### config.mk
export PLATFORM = sky130hd
export DESIGN_NAME = match_event_reporter
export DESIGN_NICKNAME = d
export VERILOG_FILES = /design/src/rtl/match_event_reporter_pkg.sv /design/src/rtl/match_event_reporter_event_fifo.sv /design/src/rtl/match_event_reporter.sv
export SDC_FILE = /design/constraint.sdc
export NUM_CORES = 1
export LEC_CHECK = 0
export ABC_AREA = 0
export CAP_MARGIN = 20
export CORE_MARGIN = 3
export CORE_UTILIZATION = 30
export CTS_CLUSTER_DIAMETER = 50
export DETAILED_ROUTE_END_ITERATION = 10
export GPL_ROUTABILITY_DRIVEN = 0
export SYNTH_ARGS = -nofsm -noshare
export SYNTH_HDL_FRONTEND = slang
export SYNTH_SLANG_ARGS = --single-unit
### constraint.sdc
create_clock -name clk -period 11.13 [get_ports clk]
set_input_delay 1.6695 -clock clk [delete_from_list [all_inputs] [get_ports clk]]
set_output_delay 1.6695 -clock clk [all_outputs]
set_load 0.01 [all_outputs]
### src/rtl/match_event_reporter_pkg.sv
// Shared encodings for the match event reporter: FSM states, report header
// tag and the field layout of the configuration word.
package match_event_reporter_pkg;

    typedef enum logic [2:0] {
        ST_IDLE     = 3'd0,
        ST_QUALIFY  = 3'd1,
        ST_EMIT_HDR = 3'd2,
        ST_EMIT_TS  = 3'd3,
        ST_HOLDOFF  = 3'd4
    } state_t;

    localparam logic [7:0] HDR_TAG = 8'hA5;

    localparam int CFG_ENABLE_BIT  = 31;
    localparam int CFG_MIN_RUN_LSB = 16;
    localparam int CFG_MIN_RUN_W   = 3;
    localparam int CFG_HOLDOFF_LSB = 0;
    localparam int CFG_HOLDOFF_W   = 16;

    // First word of a report: tag, sequence number, run length that qualified.
    function automatic logic [31:0] make_header(input logic [7:0] seq, input logic [2:0] run);
        return {HDR_TAG, seq, 13'd0, run};
    endfunction

endpackage

### src/rtl/match_event_reporter_event_fifo.sv
// Small synchronous show-ahead FIFO holding report words. The head word is
// presented combinationally; it reads as zero while the FIFO is empty.
module event_fifo
    import match_event_reporter_pkg::*;
#(
    parameter int AW = 4,
    parameter int W  = 32
) (
    input  logic          clk,
    input  logic          reset,
    input  logic          push,
    input  logic [W-1:0]  push_data,
    input  logic          pop,
    output logic [W-1:0]  head_data,
    output logic [AW:0]   count,
    output logic          empty
);

    localparam int DEPTH = 1 << AW;

    logic [W-1:0]  mem [DEPTH];
    logic [AW-1:0] wr_ptr;
    logic [AW-1:0] rd_ptr;
    logic          do_pop;

    assign empty     = (count == '0);
    assign do_pop    = pop & ~empty;
    assign head_data = empty ? '0 : mem[rd_ptr];

    // Storage array; contents are don't-care until written, so no reset.
    always_ff @(posedge clk) begin
        if (push) begin
            mem[wr_ptr] <= push_data;
        end
    end

    // Pointers wrap naturally at DEPTH; count tracks simultaneous push/pop.
    always_ff @(posedge clk) begin
        if (reset) begin
            wr_ptr <= '0;
            rd_ptr <= '0;
            count  <= '0;
        end else begin
            if (push) begin
                wr_ptr <= wr_ptr + 1'b1;
            end
            if (do_pop) begin
                rd_ptr <= rd_ptr + 1'b1;
            end
            case ({push, do_pop})
                2'b10:   count <= count + 1'b1;
                2'b01:   count <= count - 1'b1;
                default: count <= count;
            endcase
        end
    end

endmodule

### src/rtl/match_event_reporter.sv
// Debounces per-sample match decisions into detection events, timestamps
// each one with the rx sample count and queues a header/timestamp report pair.
module match_event_reporter
    import match_event_reporter_pkg::*;
#(
    parameter int FIFO_AW = 4
) (
    input  logic        clk,
    input  logic        reset,
    input  logic        rxstrobe,
    input  logic        valid,
    input  logic        match,
    input  logic        cfg_write,
    input  logic [31:0] cfg_data,
    output logic [31:0] report_data,
    output logic        report_valid,
    input  logic        report_ready,
    output logic [15:0] drop_count,
    output logic [15:0] debugbus
);

    localparam int DEPTH = 1 << FIFO_AW;

    state_t          state;
    logic [2:0]      run;
    logic [31:0]     ts;
    logic [31:0]     ts_lat;
    logic [7:0]      seq;
    logic [15:0]     hcnt;

    logic            enable;
    logic [2:0]      min_run;
    logic [15:0]     holdoff;

    logic            hit;
    logic            qualify;
    logic            room;
    logic            push;
    logic [31:0]     push_data;
    logic [FIFO_AW:0] fifo_count;
    logic            fifo_empty;
    logic [2:0]      cfg_min_run;
    logic            unused_cfg_bits;

    function automatic logic [15:0] sat_inc16(input logic [15:0] v);
        return (v == 16'hFFFF) ? v : v + 16'd1;
    endfunction

    assign hit         = valid & match;
    assign cfg_min_run = cfg_data[CFG_MIN_RUN_LSB +: CFG_MIN_RUN_W];
    assign unused_cfg_bits = ^cfg_data[30:19];

    // A report pair is only started when both words are guaranteed to fit.
    assign room = (int'(fifo_count) <= DEPTH - 2);

    // Qualification decision taken on the edge of the final matching valid.
    always_comb begin
        qualify = 1'b0;
        case (state)
            ST_IDLE:    qualify = enable & hit & (min_run == 3'd1);
            ST_QUALIFY: qualify = enable & hit & ((run + 3'd1) == min_run);
            default:    qualify = 1'b0;
        endcase
    end

    // Configuration register; a zero run length behaves as one.
    always_ff @(posedge clk) begin
        if (reset) begin
            enable  <= 1'b0;
            min_run <= 3'd1;
            holdoff <= '0;
        end else if (cfg_write) begin
            enable  <= cfg_data[CFG_ENABLE_BIT];
            min_run <= (cfg_min_run == 3'd0) ? 3'd1 : cfg_min_run;
            holdoff <= cfg_data[CFG_HOLDOFF_LSB +: CFG_HOLDOFF_W];
        end
    end

    // Free-running sample counter, independent of enable.
    always_ff @(posedge clk) begin
        if (reset) begin
            ts <= '0;
        end else if (rxstrobe) begin
            ts <= ts + 32'd1;
        end
    end

    // Capture the pre-increment timestamp of the first match of a run.
    always_ff @(posedge clk) begin
        if (state == ST_IDLE && enable && hit) begin
            ts_lat <= ts;
        end
    end

    // Event FSM: qualify runs, emit atomic report pairs, then hold off.
    always_ff @(posedge clk) begin
        if (reset) begin
            state      <= ST_IDLE;
            run        <= '0;
            seq        <= '0;
            hcnt       <= '0;
            drop_count <= '0;
        end else begin
            case (state)
                ST_IDLE: begin
                    if (enable && hit) begin
                        run   <= 3'd1;
                        state <= ST_QUALIFY;
                    end
                end
                ST_QUALIFY: begin
                    if (!enable) begin
                        run   <= '0;
                        state <= ST_IDLE;
                    end else if (valid) begin
                        if (match) begin
                            run <= run + 3'd1;
                        end else begin
                            run   <= '0;
                            state <= ST_IDLE;
                        end
                    end
                end
                ST_EMIT_HDR: begin
                    state <= ST_EMIT_TS;
                end
                ST_EMIT_TS: begin
                    seq   <= seq + 8'd1;
                    hcnt  <= '0;
                    state <= (holdoff == '0) ? ST_IDLE : ST_HOLDOFF;
                end
                ST_HOLDOFF: begin
                    if (!enable) begin
                        state <= ST_IDLE;
                    end else if (rxstrobe) begin
                        hcnt <= hcnt + 16'd1;
                        // >= rather than == so a holdoff shortened mid-window still exits
                        if ((hcnt + 16'd1) >= holdoff) begin
                            state <= ST_IDLE;
                        end
                    end
                end
                default: state <= ST_IDLE;
            endcase

            // Overrides the per-state next state on the qualifying edge.
            if (qualify) begin
                if (room) begin
                    state <= ST_EMIT_HDR;
                end else begin
                    drop_count <= sat_inc16(drop_count);
                    seq        <= seq + 8'd1;
                    hcnt       <= '0;
                    // With no holdoff programmed a drop returns straight to IDLE.
                    state      <= (holdoff == '0) ? ST_IDLE : ST_HOLDOFF;
                end
            end
        end
    end

    assign push      = (state == ST_EMIT_HDR) || (state == ST_EMIT_TS);
    assign push_data = (state == ST_EMIT_HDR) ? make_header(seq, run) : ts_lat;

    event_fifo #(
        .AW (FIFO_AW),
        .W  (32)
    ) u_fifo (
        .clk       (clk),
        .reset     (reset),
        .push      (push),
        .push_data (push_data),
        .pop       (report_ready),
        .head_data (report_data),
        .count     (fifo_count),
        .empty     (fifo_empty)
    );

    assign report_valid = ~fifo_empty;
    assign debugbus     = {3'(state), run, 5'(fifo_count), seq[4:0]};

endmodule
==> impl_metrics.toml <==
[status]
status = "completed"

[power]
vdd_ir_drop_max_mv = 0.09158
cellLeakagePower_uw = 0.01001
powerDensity_nw_per_um2 = 166.7
p_total_uw = 5252

[synthesis]
avgSynthCellArea_um2 = 17.20
synthTopCellsByCount = "edfxtp_1 (544), mux4_2 (160), dfxtp_1 (115), nor2_1 (108), clkbuf_1 (55)"
synth_top_cell_by_area = "edfxtp_1"
synth_fp_nets = 1622
synth_xor_area_share_pct = 1.607
synth_edf_count = 544
synth.area.mux_share_pct = 15.20
yosysUniqueCellTypes = 64
synthSimpleGateAreaFrac_pct = 7.441
yosys.area_share.adder_pct = 1.481
ys_top_cells_by_area = "edfxtp_1 (61%), mux4_2 (13%), dfxtp_1 (8.6%), nor2_1 (1.5%), ha_1 (1.4%)"
yosysWarnings = 0
async_flop_share_pct = 0
synth_compound_area_share_pct = 2.629
synthFlopType = "edfxtp_1"
synth_top_cell_area_share_pct = 61.18
synth.yosys.seq_area_share_pct = 69.80
ys_seq_elements = 659
synthCells = 1552
yosysMostFrequentCell = "edfxtp_1"
synth_top_family_by_area = "multiplexers"
netlist_area_um2 = 26700

[cts]
cts_sinks = 659
worst_setup_hold_path_clk_slew_ns = 0.06
insertion_delay_ns = 0.62
cts_setup_buffers = 0
cts_max_path_buffers = 3
cts_made_buffers = 72
cts_tree = "done"
cts_resized = 0
holdBufCountCts = 0
cts_htree_levels = 3
ctsRootBufferMaster = "clkbuf_16"

[setup_path]
arrival_ns = 4.07
r2r-end = "state[2]"
crit_type = "flip-flop to output pin"
worstPathMaxFanout = 46
rr_worst_depth = 11
cpPeakStageDelay_ns = 0.80
end_kind = "output pin"
critPathLaunchType = "flip-flop"
crit_chain = "buf_16, buf_4, mux4_2, mux4_2, and2_1, clkdlybuf4s50_1"
regToRegSetupSlack_ns = 7.37
cp-endpoint = "report_data[17]"
required_ns = 9.46
critPathSlowestCell = "buf_4"
cpMostUsedCell = "mux4_2"
worstReg2RegStart = "hcnt[0]"

[placement]
dpl_cell_area_um2 = 29030
io_buffers = 91
hpwl_um = 34650
pre_cts_slack_ns = 5.477

[global_route]
grt_pass1_wl_um = 93210
antenna_found_initial = 4
grt_pass1_vias = 14810
grt_use_total_pct = 13.18
grt_max_degree = 82
overflow = 0

[final_layout]
stdcell_area_um2 = 31500
fill_cells = 8129
areaGrowthSynthToFinish_pct = 17.98
n_antenna_cell = 0
drive_gt1_share_pct = 19.92
layout.nets = 1733

[sta]
holdWs_ns = 0.4846
worst_pin_slew_ns = 1.031
period_minus_slack_ns = 5.741
rsz0062_at_grt = "false"
slew-limit-headroom_pct = 31.15
finalWorstSetupSlack_ns = 5.389
finClkSkew_ns = 0.02752
tns_ns = 0
fmax_mhz = 174.2
drv_slew = 0
setup_viol = 0
hold_viol = 0
fin_crit_sh_pct = 51.58

[die]
dieArea_um2 = 92620
coreArea_um2 = 87560
die_h_um = 304.3
start_util_pct = 30.49
die_w_um = 304.3
rows = 108
io_pins = 104

[detailed_routing]
detailedRoute.firstIterationViolations = 1324
wirelength_um = 61570
first_pass_iters = 5
wl_per_cell_um = 21.40
vias = 14300
vias_per_cell = 4.971
ant_nets = 0
drcViolationCount = 0

[flow_run]
cap_violations = 0

[worst_hold_path]
holdCritPathClass = "flip-flop to flip-flop"
cells by family (layout without fill, tap and decap cells):
| logic type | Yosys count | after routing |
|---|---|---|
| AOI/OAI and AO/OA | 110 | 110 |
| DFF | 659 | 659 |
| muxes | 203 | 203 |
| xor gates and xnor gates | 49 | 49 |
| buffers and inverters | 119 | 289 |
| and+or+nand+nor | 381 | 381 |
| adders and majority gates | 31 | 31 |
flip-flops by register name (all words and copies together) (netlist names), 5 cells and up, named ones only:
register      cells
drop_count       16
u_fifo.count      5
holdoff          16
ts               32
seq               8
hcnt             16
u_fifo.mem      512
ts_lat           32
where the power goes:
group	leakage [uW]	switching (uW)	internal, uW	total (uW)
Sequential	0.00601	12.1	2650	2660
Clock	0.00118	984	1410	2400
Combinational	0.00281	92.8	100	193
metal layers:
layer  wire (um)  track usage, %
met2       29020           21.03
met4        1268           3.371
met1       27550           18.25
met3        3694           3.000
met5          37               0
final cells by class:
| class | instances | area, um2 | area share [%] |
|---|---|---|---|
| repair buffers | 121 | 1174 | 3.725 |
| multi-input cells | 774 | 7689 | 24.41 |
| clock buffers | 88 | 1967 | 6.244 |
| well taps | 1155 | 1445 | 4.587 |
| inverters | 35 | 131.4 | 0.4170 |
| clock inverters | 45 | 449.2 | 1.426 |
| flip-flops and latches | 659 | 18650 | 59.19 |
cell usage in the layout, fill, tap and decap left out, drive strengths merged, types with 3 or more instances in the layout:
| cell type | instances |
|---|---|
| nor4 | 19 |
| clkdlybuf4s50 | 90 |
| nor3b | 3 |
| buf | 31 |
| mux2i | 24 |
| xnor2 | 28 |
| o211ai | 3 |
| nor2 | 108 |
| o21ai | 19 |
| nor2b | 28 |
| edfxtp | 544 |
| nand4 | 19 |
| or2 | 8 |
| dfxtp | 115 |
| and3 | 13 |
| nand3 | 33 |
| o31ai | 10 |
| or4 | 14 |
| and4 | 5 |
| a31oi | 3 |
| nand2b | 5 |
| clkinvlp | 3 |
| a21o | 4 |
| nand2 | 46 |
| or3 | 12 |
| xor2 | 21 |
| nor3 | 24 |
| clkbuf | 88 |
| a211oi | 6 |
| a21oi | 43 |
| ha | 30 |
| mux4 | 160 |
| clkinv | 31 |
| bufinv | 6 |
| inv | 40 |
| and2 | 37 |
| mux2 | 19 |
critical path, delay by kind of cell, from the launching register on:
family | cells | cell delay, ns
buffers and inverters | 3 | 1.60
and+or+nand+nor | 1 | 0.18
muxes | 2 | 1.16
DFF | 1 | 0.46
worst min-delay path by stage:
stage / start / endpoint / slack (ns) / cells past startpoint
3_5_place_dp: ts[31] / ts_lat[31] / 0.46 / 0
3_3_place_gp: ts[31] / ts_lat[31] / 0.44 / 0
5_1_grt: ts[30] / ts_lat[30] / 0.51 / 0
4_1_cts: ts[31] / ts_lat[31] / 0.48 / 0
2_1_floorplan: ts[31] / ts_lat[31] / 0.43 / 0
6_report: ts[31] / ts_lat[31] / 0.48 / 0
per-stage QoR:
stage / utilization (%) / std cells
2_1_floorplan: - / 1552
3_3_place_gp: 33.15 / 2742
3_5_place_dp: 33.15 / 2742
4_1_cts: 35.91 / 2875
5_1_grt: 35.98 / 2877
6_report: 35.98 / 2877
No activity file was read; power rests on OpenSTA's default activity.
